<file path="src/rtl/pipe_add_pkg.sv">
// Shared constants and the stage-count helper for the chunked pipelined adder.
package pipe_add_pkg;
  localparam int DEF_WIDTH = 8;
  localparam int DEF_CHUNK = 4;

  function automatic int stages_f(input int width, input int chunk);
    return (width + chunk - 1) / chunk;
  endfunction
endpackage

</file>
<file path="src/rtl/pipe_add_chunk.sv">
// Combinational N-bit slice adder; also exposes the carry into its top bit
// so the final slice can flag signed overflow.
module add_chunk #(
  parameter int N = 4
) (
  input  logic [N-1:0] a,
  input  logic [N-1:0] b,
  input  logic         ci,
  output logic [N-1:0] s,
  output logic         co,
  output logic         c_msb_in
);
  assign {co, s} = {1'b0, a} + {1'b0, b} + {{N{1'b0}}, ci};

  if (N > 1) begin : g_wide
    logic [N-1:0] low;
    assign low      = {1'b0, a[N-2:0]} + {1'b0, b[N-2:0]} + {{(N-1){1'b0}}, ci};
    assign c_msb_in = low[N-1];
  end else begin : g_bit
    assign c_msb_in = ci;
  end
endmodule

</file>
<file path="src/rtl/pipe_add.sv">
// Ripple-carry adder/subtractor split into CHUNK-bit pipeline stages with
// operand skew and result deskew, behind a valid/ready handshake.
module pipe_add
  import pipe_add_pkg::*;
#(
  parameter int WIDTH = DEF_WIDTH,
  parameter int CHUNK = DEF_CHUNK
) (
  input  logic             clk,
  input  logic             sync_reset_n,
  input  logic             in_valid,
  output logic             in_ready,
  input  logic [WIDTH-1:0] num1,
  input  logic [WIDTH-1:0] num2,
  input  logic             sub,
  input  logic             cin,
  output logic             out_valid,
  input  logic             out_ready,
  output logic [WIDTH:0]   sum,
  output logic             overflow
);
  localparam int STAGES = stages_f(WIDTH, CHUNK);

  logic             advance;
  logic [WIDTH-1:0] b_eff;
  logic             c_eff;

  assign advance  = !out_valid || out_ready;
  assign in_ready = advance;
  assign b_eff    = sub ? ~num2 : num2;
  assign c_eff    = sub ? ~cin : cin;

  // Stage k keeps finished result bits [DONE-1:0] plus the operand bits
  // not yet consumed; the whole pipe moves as one on advance.
  for (genvar k = 0; k < STAGES; k++) begin : g_stg
    localparam int LO   = k * CHUNK;
    localparam int N    = (k == STAGES - 1) ? WIDTH - LO : CHUNK;
    localparam int DONE = LO + N;

    logic [N-1:0]    a_c, b_c, s_c;
    logic            ci_c, co_c, vld_in, vld, cy;
    logic [DONE-1:0] res_in, res;

    if (k == 0) begin : g_head
      assign a_c    = num1[N-1:0];
      assign b_c    = b_eff[N-1:0];
      assign ci_c   = c_eff;
      assign vld_in = in_valid;
      assign res_in = s_c;
    end else begin : g_body
      assign a_c    = g_stg[k-1].g_skew.a_rem[N-1:0];
      assign b_c    = g_stg[k-1].g_skew.b_rem[N-1:0];
      assign ci_c   = g_stg[k-1].cy;
      assign vld_in = g_stg[k-1].vld;
      assign res_in = {s_c, g_stg[k-1].res};
    end

    always_ff @(posedge clk) begin
      if (!sync_reset_n) begin
        vld <= 1'b0;
        cy  <= 1'b0;
        res <= '0;
      end else if (advance) begin
        vld <= vld_in;
        cy  <= co_c;
        res <= res_in;
      end
    end

    if (k < STAGES - 1) begin : g_skew
      localparam int REM = WIDTH - DONE;
      logic [REM-1:0] a_rem, b_rem, a_rem_in, b_rem_in;
      logic           msb_carry_unused;

      if (k == 0) begin : g_src_in
        assign a_rem_in = num1[WIDTH-1:DONE];
        assign b_rem_in = b_eff[WIDTH-1:DONE];
      end else begin : g_src_prev
        assign a_rem_in = g_stg[k-1].g_skew.a_rem[WIDTH-LO-1:N];
        assign b_rem_in = g_stg[k-1].g_skew.b_rem[WIDTH-LO-1:N];
      end

      always_ff @(posedge clk) begin
        if (advance) begin
          a_rem <= a_rem_in;
          b_rem <= b_rem_in;
        end
      end

      add_chunk #(.N(N)) u_add (
        .a       (a_c),
        .b       (b_c),
        .ci      (ci_c),
        .s       (s_c),
        .co      (co_c),
        .c_msb_in(msb_carry_unused)
      );
    end else begin : g_tail
      logic c_msb, ovf;

      add_chunk #(.N(N)) u_add (
        .a       (a_c),
        .b       (b_c),
        .ci      (ci_c),
        .s       (s_c),
        .co      (co_c),
        .c_msb_in(c_msb)
      );

      always_ff @(posedge clk) begin
        if (!sync_reset_n) ovf <= 1'b0;
        else if (advance)  ovf <= co_c ^ c_msb;
      end
    end
  end

  assign out_valid = g_stg[STAGES-1].vld;
  assign sum       = {g_stg[STAGES-1].cy, g_stg[STAGES-1].res};
  assign overflow  = g_stg[STAGES-1].g_tail.ovf;
endmodule

</file>
<file path="config.mk">
export PLATFORM = sky130hd
export DESIGN_NAME = pipe_add
export DESIGN_NICKNAME = d
export VERILOG_FILES = /design/src/rtl/pipe_add_pkg.sv /design/src/rtl/pipe_add_chunk.sv /design/src/rtl/pipe_add.sv
export SDC_FILE = /design/constraint.sdc
export NUM_CORES = 1
export LEC_CHECK = 0
export CORE_ASPECT_RATIO = 2
export CORE_MARGIN = 2
export CORE_UTILIZATION = 23
export CTS_CLUSTER_SIZE = 20
export DETAILED_ROUTE_END_ITERATION = 10
export SYNTH_ARGS = -nofsm -noshare
export SYNTH_HDL_FRONTEND = slang
export SYNTH_SLANG_ARGS = --single-unit
</file>
<file path="constraint.sdc">
create_clock -name clk -period 2.1 [get_ports clk]
set_input_delay 0.525 -clock clk [delete_from_list [all_inputs] [get_ports clk]]
set_output_delay 0.525 -clock clk [all_outputs]
set_load 0.01 [all_outputs]
</file>
## Word-level counts from Yosys, hierarchy flattened

Index checks and enable logic that the tools add are counted.

| word-level totals | value |
|---|---|
| bits in registers | 25 |
| bits of input ports | 22 |
| output and inout bits | 12 |

| cells by class | value |
|---|---|
| $add $sub $neg | 6 |
| multiplexer cells | 2 |
| bitwise logic cells | 3 |
| reduce and logical (&&, ||, !) cells | 2 |

Operators by type and width:

| operator | count |
|---|---|
| $add A4 B4 Y5 | 2 |
| $add A5 B1 Y5 | 2 |
| $mux W8 | 1 |
| $not A8 Y8 | 1 |
| $add A3 B3 Y4 | 1 |
| $add A4 B1 Y4 | 1 |
| $logic_not A1 Y1 | 1 |
| $logic_or A1 B1 Y1 | 1 |
| $mux W1 | 1 |
| $not A1 Y1 | 1 |
| $xor A1 B1 Y1 | 1 |

## Longest topological paths before layout

Gate-level depths: netlist of run 1.

| logic depth | value |
|---|---|
| depth after elaboration | 4 |
| gate-level depth with buffers | 7 |
| mapped depth without buffers | 7 |

## By module

Synthesis of run 1 repeated with hierarchy kept, for this count alone.

| second synthesis, totals | value |
|---|---|
| cell total of the unflattened synthesis | 131 |
| area, all modules | 1335.0 µm² |

By module, submodules not included:

| module | instances | cells each | area each (µm²) | sequential area each (µm²) |
|---|---|---|---|---|
| pipe_add | 1 | 91 | 1023.5 | 580.6 |
| add_chunk (g_stg[0].g_skew.u_add) | 1 | 20 | 156.4 | 0.0 |
| add_chunk (g_stg[1].g_tail.u_add) | 1 | 20 | 155.1 | 0.0 |

## Worst setup path after synthesis of run 1

OpenSTA, ideal clock, no wires.

| path | value |
|---|---|
| kind | in2reg |
| start | input port sub |
| end | register g_stg[0].cy |
| library setup time | 0.133 ns |
| arrival | 2.086 ns |
| required time | 1.967 ns |
| slack | -0.119 ns |
| stages | 7 |
| buffers on the path | 1 |
| cells stage by stage | buf_2 > xor2_1 > fa_1 > fa_1 > a21o_1 > a21oi_1 > a21oi_1 |

| between the ends | value |
|---|---|
| longest elaborated chain between the ends | 3 |
| elaborated cells on any way between the ends | 4 |

RTL lines:

| item | line | RTL |
|---|---|---|
| start, declared | pipe_add.sv:15 | `input logic sub,` |
| $mux W8 | pipe_add.sv:30 | `assign b_eff = sub ? ~num2 : num2;` |
| $add A4 B4 Y5 | pipe_add_chunk.sv:13 | `assign {co, s} = {1'b0, a} + {1'b0, b} + {{N{1'b0}}, ci};` |
| $add A5 B1 Y5 * | pipe_add_chunk.sv:13 |  |
| end signal, assigned | pipe_add.sv:65 | `cy <= co_c;` |
| end, declared | pipe_add.sv:41 | `logic ci_c, co_c, vld_in, vld, cy;` |

Mark *: on every way between the ends. The rest lies on a longest branch, timed or not.
A chain may end at the register's enable or synchronous reset.

## Worst setup path in the final report of run 1

| path | value |
|---|---|
| start | input port num2[0] |
| end | register g_stg[0].cy |

| between the ends | value |
|---|---|
| longest elaborated chain between the ends | 4 |

RTL lines:

| item | line | RTL |
|---|---|---|
| start, declared | pipe_add.sv:14 | `input logic [WIDTH-1:0] num2,` |
| $not A8 Y8 | pipe_add.sv:30 |  |
| $mux W8 * | pipe_add.sv:30 |  |
| $add A4 B4 Y5 * | pipe_add_chunk.sv:13 |  |
| $add A5 B1 Y5 * | pipe_add_chunk.sv:13 |  |

Marked as above.

==> results of run 1 <==
metrics by stage:
stage          cell area, um2  instances  TNS, ps
3_3_place_gp             1653        205    -1557
3_5_place_dp             1653        205    -1684
5_1_grt                  1702        209        0
2_1_floorplan            1259        116        0
6_report                 1702        209        0
4_1_cts                  1695        209        0
cell usage after synthesis:
| library cell | number | area (um2) |
|---|---|---|
| a21oi_1 | 4 | 20.02 |
| edfxtp_1 | 8 | 240.2 |
| nand3_1 | 2 | 10.01 |
| a21boi_0 | 8 | 60.06 |
| xor2_1 | 9 | 78.83 |
| buf_2 | 2 | 10.01 |
| o21ai_2 | 1 | 8.760 |
| o221ai_1 | 1 | 8.760 |
| nand2b_1 | 2 | 12.51 |
| nand3b_1 | 1 | 7.510 |
| clkbuf_1 | 2 | 7.510 |
| nand4_1 | 1 | 6.260 |
| xnor2_1 | 3 | 26.28 |
| nor2b_4 | 1 | 13.76 |
| nor2_1 | 1 | 3.750 |
| o21a_1 | 1 | 7.510 |
| o211a_1 | 4 | 40.04 |
| nand2_1 | 22 | 82.58 |
| buf_4 | 3 | 22.52 |
| ha_1 | 6 | 75.07 |
| o21ba_1 | 1 | 10.01 |
| inv_1 | 5 | 18.77 |
| o21ai_1 | 1 | 5.000 |
| inv_2 | 1 | 3.750 |
| a21o_1 | 2 | 15.01 |
| o2bb2ai_2 | 1 | 15.01 |
| fa_1 | 4 | 80.08 |
| o21ai_0 | 2 | 10.01 |
| dfxtp_1 | 17 | 340.3 |
area by class of cell:
| type | instances | area (um2) | area share |
|---|---|---|---|
| flip-flops and latches | 25 | 580.6 | 0.3412 |
| inverters | 6 | 22.52 | 0.01324 |
| clock inverters | 1 | 5.005 | 0.002941 |
| clock buffers | 3 | 41.29 | 0.02426 |
| multi-input cells | 78 | 616.8 | 0.3625 |
| well taps | 58 | 72.57 | 0.04265 |
| repair buffers | 38 | 362.8 | 0.2132 |
report_power, final:
| group | switching (W) | internal (W) |
|---|---|---|
| registers | 0.0000276 | 0.000562 |
| clock network | 0.000147 | 0.000132 |
| logic | 0.000142 | 0.000190 |
| total | 0.000317 | 0.000884 |
flip-flops by register name (all words and copies together), names as in the netlist:
name,flops
g_stg.cy,2
g_stg.g_skew.a_rem,4
g_stg.g_skew.b_rem,4
g_stg.res,12
g_stg.vld,1
out_valid,1
overflow,1
placed cells by master (no fill, tap or decap):
cell type,instances
edfxtp_1,8
clkbuf_2,1
o211a_1,4
a21o_1,2
nand2b_1,2
o21ai_0,2
dlygate4sd2_1,2
o21ai_1,1
fa_2,2
o221ai_1,1
o21ai_2,1
a21boi_0,8
dlymetal6s2s_1,1
clkdlybuf4s50_1,29
o21a_1,1
inv_1,5
xor2_2,2
ha_1,6
fa_1,2
nor2_1,1
buf_4,5
clkbuf_8,3
nand4_1,1
xnor2_1,3
dfxtp_1,17
clkinv_2,1
nand3_1,2
xor2_1,7
inv_2,1
nand3b_1,1
o2bb2ai_2,1
o21ba_1,1
nor2b_4,1
nand2_1,22
a21oi_1,4
metal layers:
layer,wire length [um],vias up
met5,0,-
met3,99,2
met1,844,407
met2,1246,23
met4,34,0
li1,-,457
how the worst min path moves through the flow:
stage | from | endpoint | slack, ps | cells after the start
after floorplan | g_stg[0].vld | out_valid | 440 | 1
after CTS | g_stg[1].res[2] | g_stg[1].res[2] | 470 | 2
after global placement | g_stg[1].res[7] | g_stg[1].res[7] | 450 | 2
after global routing | g_stg[1].res[6] | g_stg[1].res[6] | 490 | 2
final | g_stg[1].res[2] | g_stg[1].res[2] | 460 | 2
after detailed placement | g_stg[1].res[2] | g_stg[1].res[2] | 460 | 2
kinds of logic after synthesis:
| kind of cell | count (synthesis) | synth area share |
|---|---|---|
| AND/OR/NAND/NOR | 30 | 0.1100 |
| adder cells (fa/ha/maj) | 10 | 0.1251 |
| flip-flops | 25 | 0.4682 |
| AO/OA/AOI/OAI | 26 | 0.1615 |
| buffers and inverters | 13 | 0.05045 |
| XOR/XNOR | 12 | 0.08477 |
worst max-delay path: cells and delay by family:
kind	cells	cell delay [ps]
compound gates	3	360
fa+ha+maj	2	800
buf+inv	1	260
xor+xnor	1	180
what timing repair did:
| action | in CTS | in global routing |
|---|---|---|
| pin swaps | 2 | 2 |
| gates resized for setup | 3 | 4 |
| hold endpoints to repair | 0 | 0 |
| endpoints found under the setup margin | 5 | 1 |
==> results.txt, run 1 <==
CTS tree - built
Area Growth Syn to Fin - 37.23%
CTS Sinks - 25
Share of post-route cells with drive strength above 1 - 0.1192
Clk pin slew, worst setup/hold paths - 80 ps
Netlist cell types - 29
Setup crit end kind - flop
Syn_area_per_cell - 10.69 um2
Hold Vio Cnt, Final - 0
Design Power - 0.001201 W
CP startpoint kind - input pin
R2R setup slack - 110 ps
Maximum vdd drop - 0.3875 mV
Worst hold path type - flop to flop
Starting Density - 0.2391
Worst slack, placed - -442.3 ps
Drt first pass iters - 4
Number of synthesized register bits - 25
CP arrival - 2130 ps
Worst setup path end - g_stg[0].cy
Max incr delay on CP - 410 ps
DP Wirelength - 1.810 mm
Initial antenna violation count - 0
Fin nets - 184
Die extent in y - 107.8 um
Core ar. - 5185 um2
Setup crit start - num2[0]
Max Buffers Root-to-Sink - 2
Largest net degree at the start of global routing - 32
GRT Util Overall - 0.08255
Die ar. - 6030 um2
Horiz. Die Dim - 55.92 um
Vias in the first global route - 929
RSZ-0062 raised after global routing - no
Mapped Area - 1240 um2
Final Slew Violations - 0
# rows - 37
Critical path data required time - 2240 ps
Max-cap violations - 0
Slew headroom - 0.7941
R2R depth - 7
R2R Path Start - g_stg[0].cy
Synth Instances - 116
Via density - 4.254
Crit-path max FO - 2
Clock Root Buffer - clkbuf_8
Fill cells - 554
Leak pwr - 0.7171 nW
# IOs - 34
Fmax - 0.5018 GHz
First-pass GRT wire length - 3.946 mm
H-tree depth - 1
GP Congestion - 0.6532
Syn Nets - 148
DRT iter0 DRCs - 13
Clk_lat worst skew - 260 ps
Power per Cell Area - 705.7 nW/um2
Worst R2R End - overflow
Antenna cells - 0
Setup bufs post-CTS - 0
CP max-delay cell - fa_2
Crit-path cells - dlygate4sd2_1 -> xor2_2 -> fa_2 -> fa_2 -> a21o_1 -> a21oi_1 -> a21oi_1
WL/cell - 10.65 um
Vias - 889
IO buf count - 33
Final Setup Violations - 0
Crit path kind - input pin to flop
Outcome - finished, final reports clean
Post-synthesis sequential area ratio - 0.4682
GR Layer Usage met2 - 0.1565
CTS buffer count - 3
Post-route ant nets - 0
Period utilization - 0.9490
Hold Slack - 462.4 ps
GRT busiest layer - met2
Synth warn - 0
Met1 Usage GRT - 0.08327
Fin worst setup slack - 107.0 ps
Worst Tran Pin Value - 308.9 ps
Core Util, Final - 0.3282
Met3 Usage GRT - 0.01683
GRT overflow - 0
Min cycle time layout - 1993 ps
Max Clock Skew - 5.576 ps
DRC violations left - 0
Routed WL - 2.225 mm
Post-CTS Hold Buffers - 0
No activity file was read; power rests on OpenSTA's default activity.
==> inputs of run 2 (changes only) <==
--- a/config.mk
+++ b/config.mk
@@ -6,10 +6,10 @@
 export NUM_CORES = 1
 export LEC_CHECK = 0
 export CORE_ASPECT_RATIO = 2
-export CORE_MARGIN = 2
 export CORE_UTILIZATION = 23
 export CTS_CLUSTER_SIZE = 20
 export DETAILED_ROUTE_END_ITERATION = 10
+export SLEW_MARGIN = 40
 export SYNTH_ARGS = -nofsm -noshare
 export SYNTH_HDL_FRONTEND = slang
 export SYNTH_SLANG_ARGS = --single-unit
==> constraint.sdc (replaced) <==
create_clock -name clk -period 2.5 [get_ports clk]
set_input_delay 0.625 -clock clk [delete_from_list [all_inputs] [get_ports clk]]
set_output_delay 0.625 -clock clk [all_outputs]
set_load 0.01 [all_outputs]
==> results.txt, run 2 (same netlist as run 1, synthesis figures left out) <==
Outcome - finished, final reports clean
CTS Sinks - 25 (unchanged)
Max reg flops - 12 (unchanged)
Max-cap violations - 0 (unchanged)
Via density - 4.260 (+0.14%)
Setup bufs post-CTS - 0 (unchanged)
Clk_lat worst skew - 270 ps (about the same)
Die extent in y - 105.8 um (-1.9%)
Biggest register - g_stg.res
Hold Crit Endpoint - g_stg[1].res[7]
H-tree depth - 1 (unchanged)
Fin worst setup slack - 90.84 ps (-16.19 ps)
Routed WL - 2.221 mm (-0.18%)
CP max-delay cell - clkdlybuf4s50_1
Fmax - 0.4151 GHz
Power per Cell Area - 602.2 nW/um2 (-15%)
Hold Slack - 464.4 ps (+2.050 ps)
Min-delay src - g_stg[1].res[7]
Final Slew Violations - 0 (unchanged)
Critical path buffers and inverters - 3 (+2)
Critical path's top delay family - buffers and inverters
Commonest non-fill, non-tap cells in the layout - clkdlybuf4s50_1, nand2_1, dfxtp_1, xor2_1
Die ar. - 5707 um2 (-5.4%)
Clk pin slew, worst setup/hold paths - 90 ps (about the same)
Drt first pass iters - 4 (unchanged)
Antenna cells - 0 (unchanged)
Critical path depth in cells - 4 (-3)
Starting Density - 0.2391 (unchanged)
Hold Vio Cnt, Final - 0 (unchanged)
Leak pwr - 0.6984 nW (-2.6%)
DRC violations left - 0 (unchanged)
RSZ-0062 raised after global routing - no
R2R setup slack - 520 ps (+410 ps)
Share of post-route cells with drive strength above 1 - 0.08000 (-0.03921)
Vias in the first global route - 850 (-8.5%)
DP Wirelength - 1.757 mm (-2.9%)
Vias - 886 (-0.34%)
Worst R2R End - overflow
Worst hold path type - flop to flop
GRT overflow - 0 (unchanged)
Cell repeated most along the worst path - clkdlybuf4s50_1
Area Growth Syn to Fin - 35.62%
Initial antenna violation count - 0 (unchanged)
Post-route ant nets - 0 (unchanged)
Max Buffers Root-to-Sink - 2 (unchanged)
Period utilization - 0.9637
GRT Util Overall - 0.09053 (+0.007977)
R2R Path Start - g_stg[0].cy
DRT iter0 DRCs - 14 (+1)
Slew headroom - 0.7885 (-0.005514)
CP arrival - 1780 ps (-350 ps)
Critical path data required time - 1880 ps (-360 ps)
Worst Tran Pin Value - 317.2 ps (+8.272 ps)
R2R depth - 7 (unchanged)
Max incr delay on CP - 530 ps (+120 ps)
Largest net degree at the start of global routing - 32 (unchanged)
Post-CTS Hold Buffers - 0 (unchanged)
Maximum vdd drop - 0.3273 mV (-16%)
Crit-path cells - clkdlybuf4s50_1 -> nor2b_4 -> inv_2 -> clkdlybuf4s50_1
Final Setup Violations - 0 (unchanged)
WL/cell - 10.68 um (+0.30%)
Min cycle time layout - 2409 ps
Horiz. Die Dim - 53.92 um (-3.6%)
Max Clock Skew - 4.331 ps (-1.244 ps)
First-pass GRT wire length - 3.774 mm (-4.4%)
Worst Hold Depth - 2 (unchanged)
# IOs - 34 (unchanged)
GP Congestion - 0.6442 (-1.4%)
# rows - 37 (unchanged)
Worst slack, placed - -194.2 ps (+248.2 ps)
CTS buffer count - 3 (unchanged)
IO buf count - 33 (unchanged)
CTS tree - built
CP startpoint kind - input pin
Core ar. - 5185 um2 (unchanged)
Fin nets - 183 (-0.54%)
Crit path kind - input pin to output port
Biggest regs - g_stg.res x12, g_stg.g_skew.a_rem x4, g_stg.g_skew.b_rem x4
Clock Root Buffer - clkbuf_8
Setup crit end kind - output port
Crit-path max FO - 2 (unchanged)
Commonest non-fill, non-tap cell in the layout - clkdlybuf4s50_1
Resized Gates After CTS - 0 (-3)
==> run 2: how the worst max path moves through the flow <==
stage | start | slack [ps] | to
after floorplan | sub | 180 | g_stg[0].cy
after global routing | sub | 20 | g_stg[0].cy
after global placement | sub | -170 | g_stg[0].cy
after CTS | out_ready | 80 | in_ready
after detailed placement | sub | -190 | g_stg[0].cy
final | out_ready | 90 | in_ready
==> run 2: area by class of cell <==
type | instances | area [um2]
clock buffers | 3 | 41.29
inverters | 6 | 22.52
fillers | 561 | 3503
clock inverters | 1 | 7.507
well taps | 58 | 72.57
repair buffers | 37 | 360.3
flip-flops and latches | 25 | 580.6
multi-input cells | 78 | 596.8
==> run 2: where the power goes <==
part / total, W / internal (W) / leakage, nW / switching, W
clock network: 0.000244 / 0.000113 / 0.0217 / 0.000131
logic: 0.000274 / 0.000157 / 0.452 / 0.000117
registers: 0.000495 / 0.000472 / 0.225 / 0.0000231
total: 0.00101 / 0.000742 / 0.698 / 0.000271
==> run 2: routing by layer <==
layer,vias up,wire length [um],global-route usage
li1,454,-,-
met1,405,878,0.1047
met2,23,1201,0.1464
met3,4,85,0.01443
met4,0,55,0.05639
met5,-,0,0
==> run 2: per-stage QoR <==
| stage | power (W) | area (um2) | TNS, ps | util | cells |
|---|---|---|---|---|---|
| 2_1_floorplan | 0.0006673 | 1240 | 0 | - | 116 |
| 3_5_place_dp | 0.0007828 | 1633 | -419.5 | 0.3149 | 204 |
| 3_3_place_gp | 0.0007772 | 1633 | -324.1 | 0.3149 | 204 |
| 5_1_grt | 0.001083 | 1682 | 0 | 0.3243 | 208 |
| 4_1_cts | 0.001034 | 1682 | 0 | 0.3243 | 208 |
| 6_report | 0.001013 | 1682 | 0 | 0.3243 | 208 |
==> run 2: worst register-to-register path, stage by stage (launching register included) <==
cell,delay (ps)
dfxtp_1,330
inv_1,60
fa_1,470
fa_1,400
nand2b_1,180
o2bb2ai_2,150
xnor2_1,130
o21ba_1,170
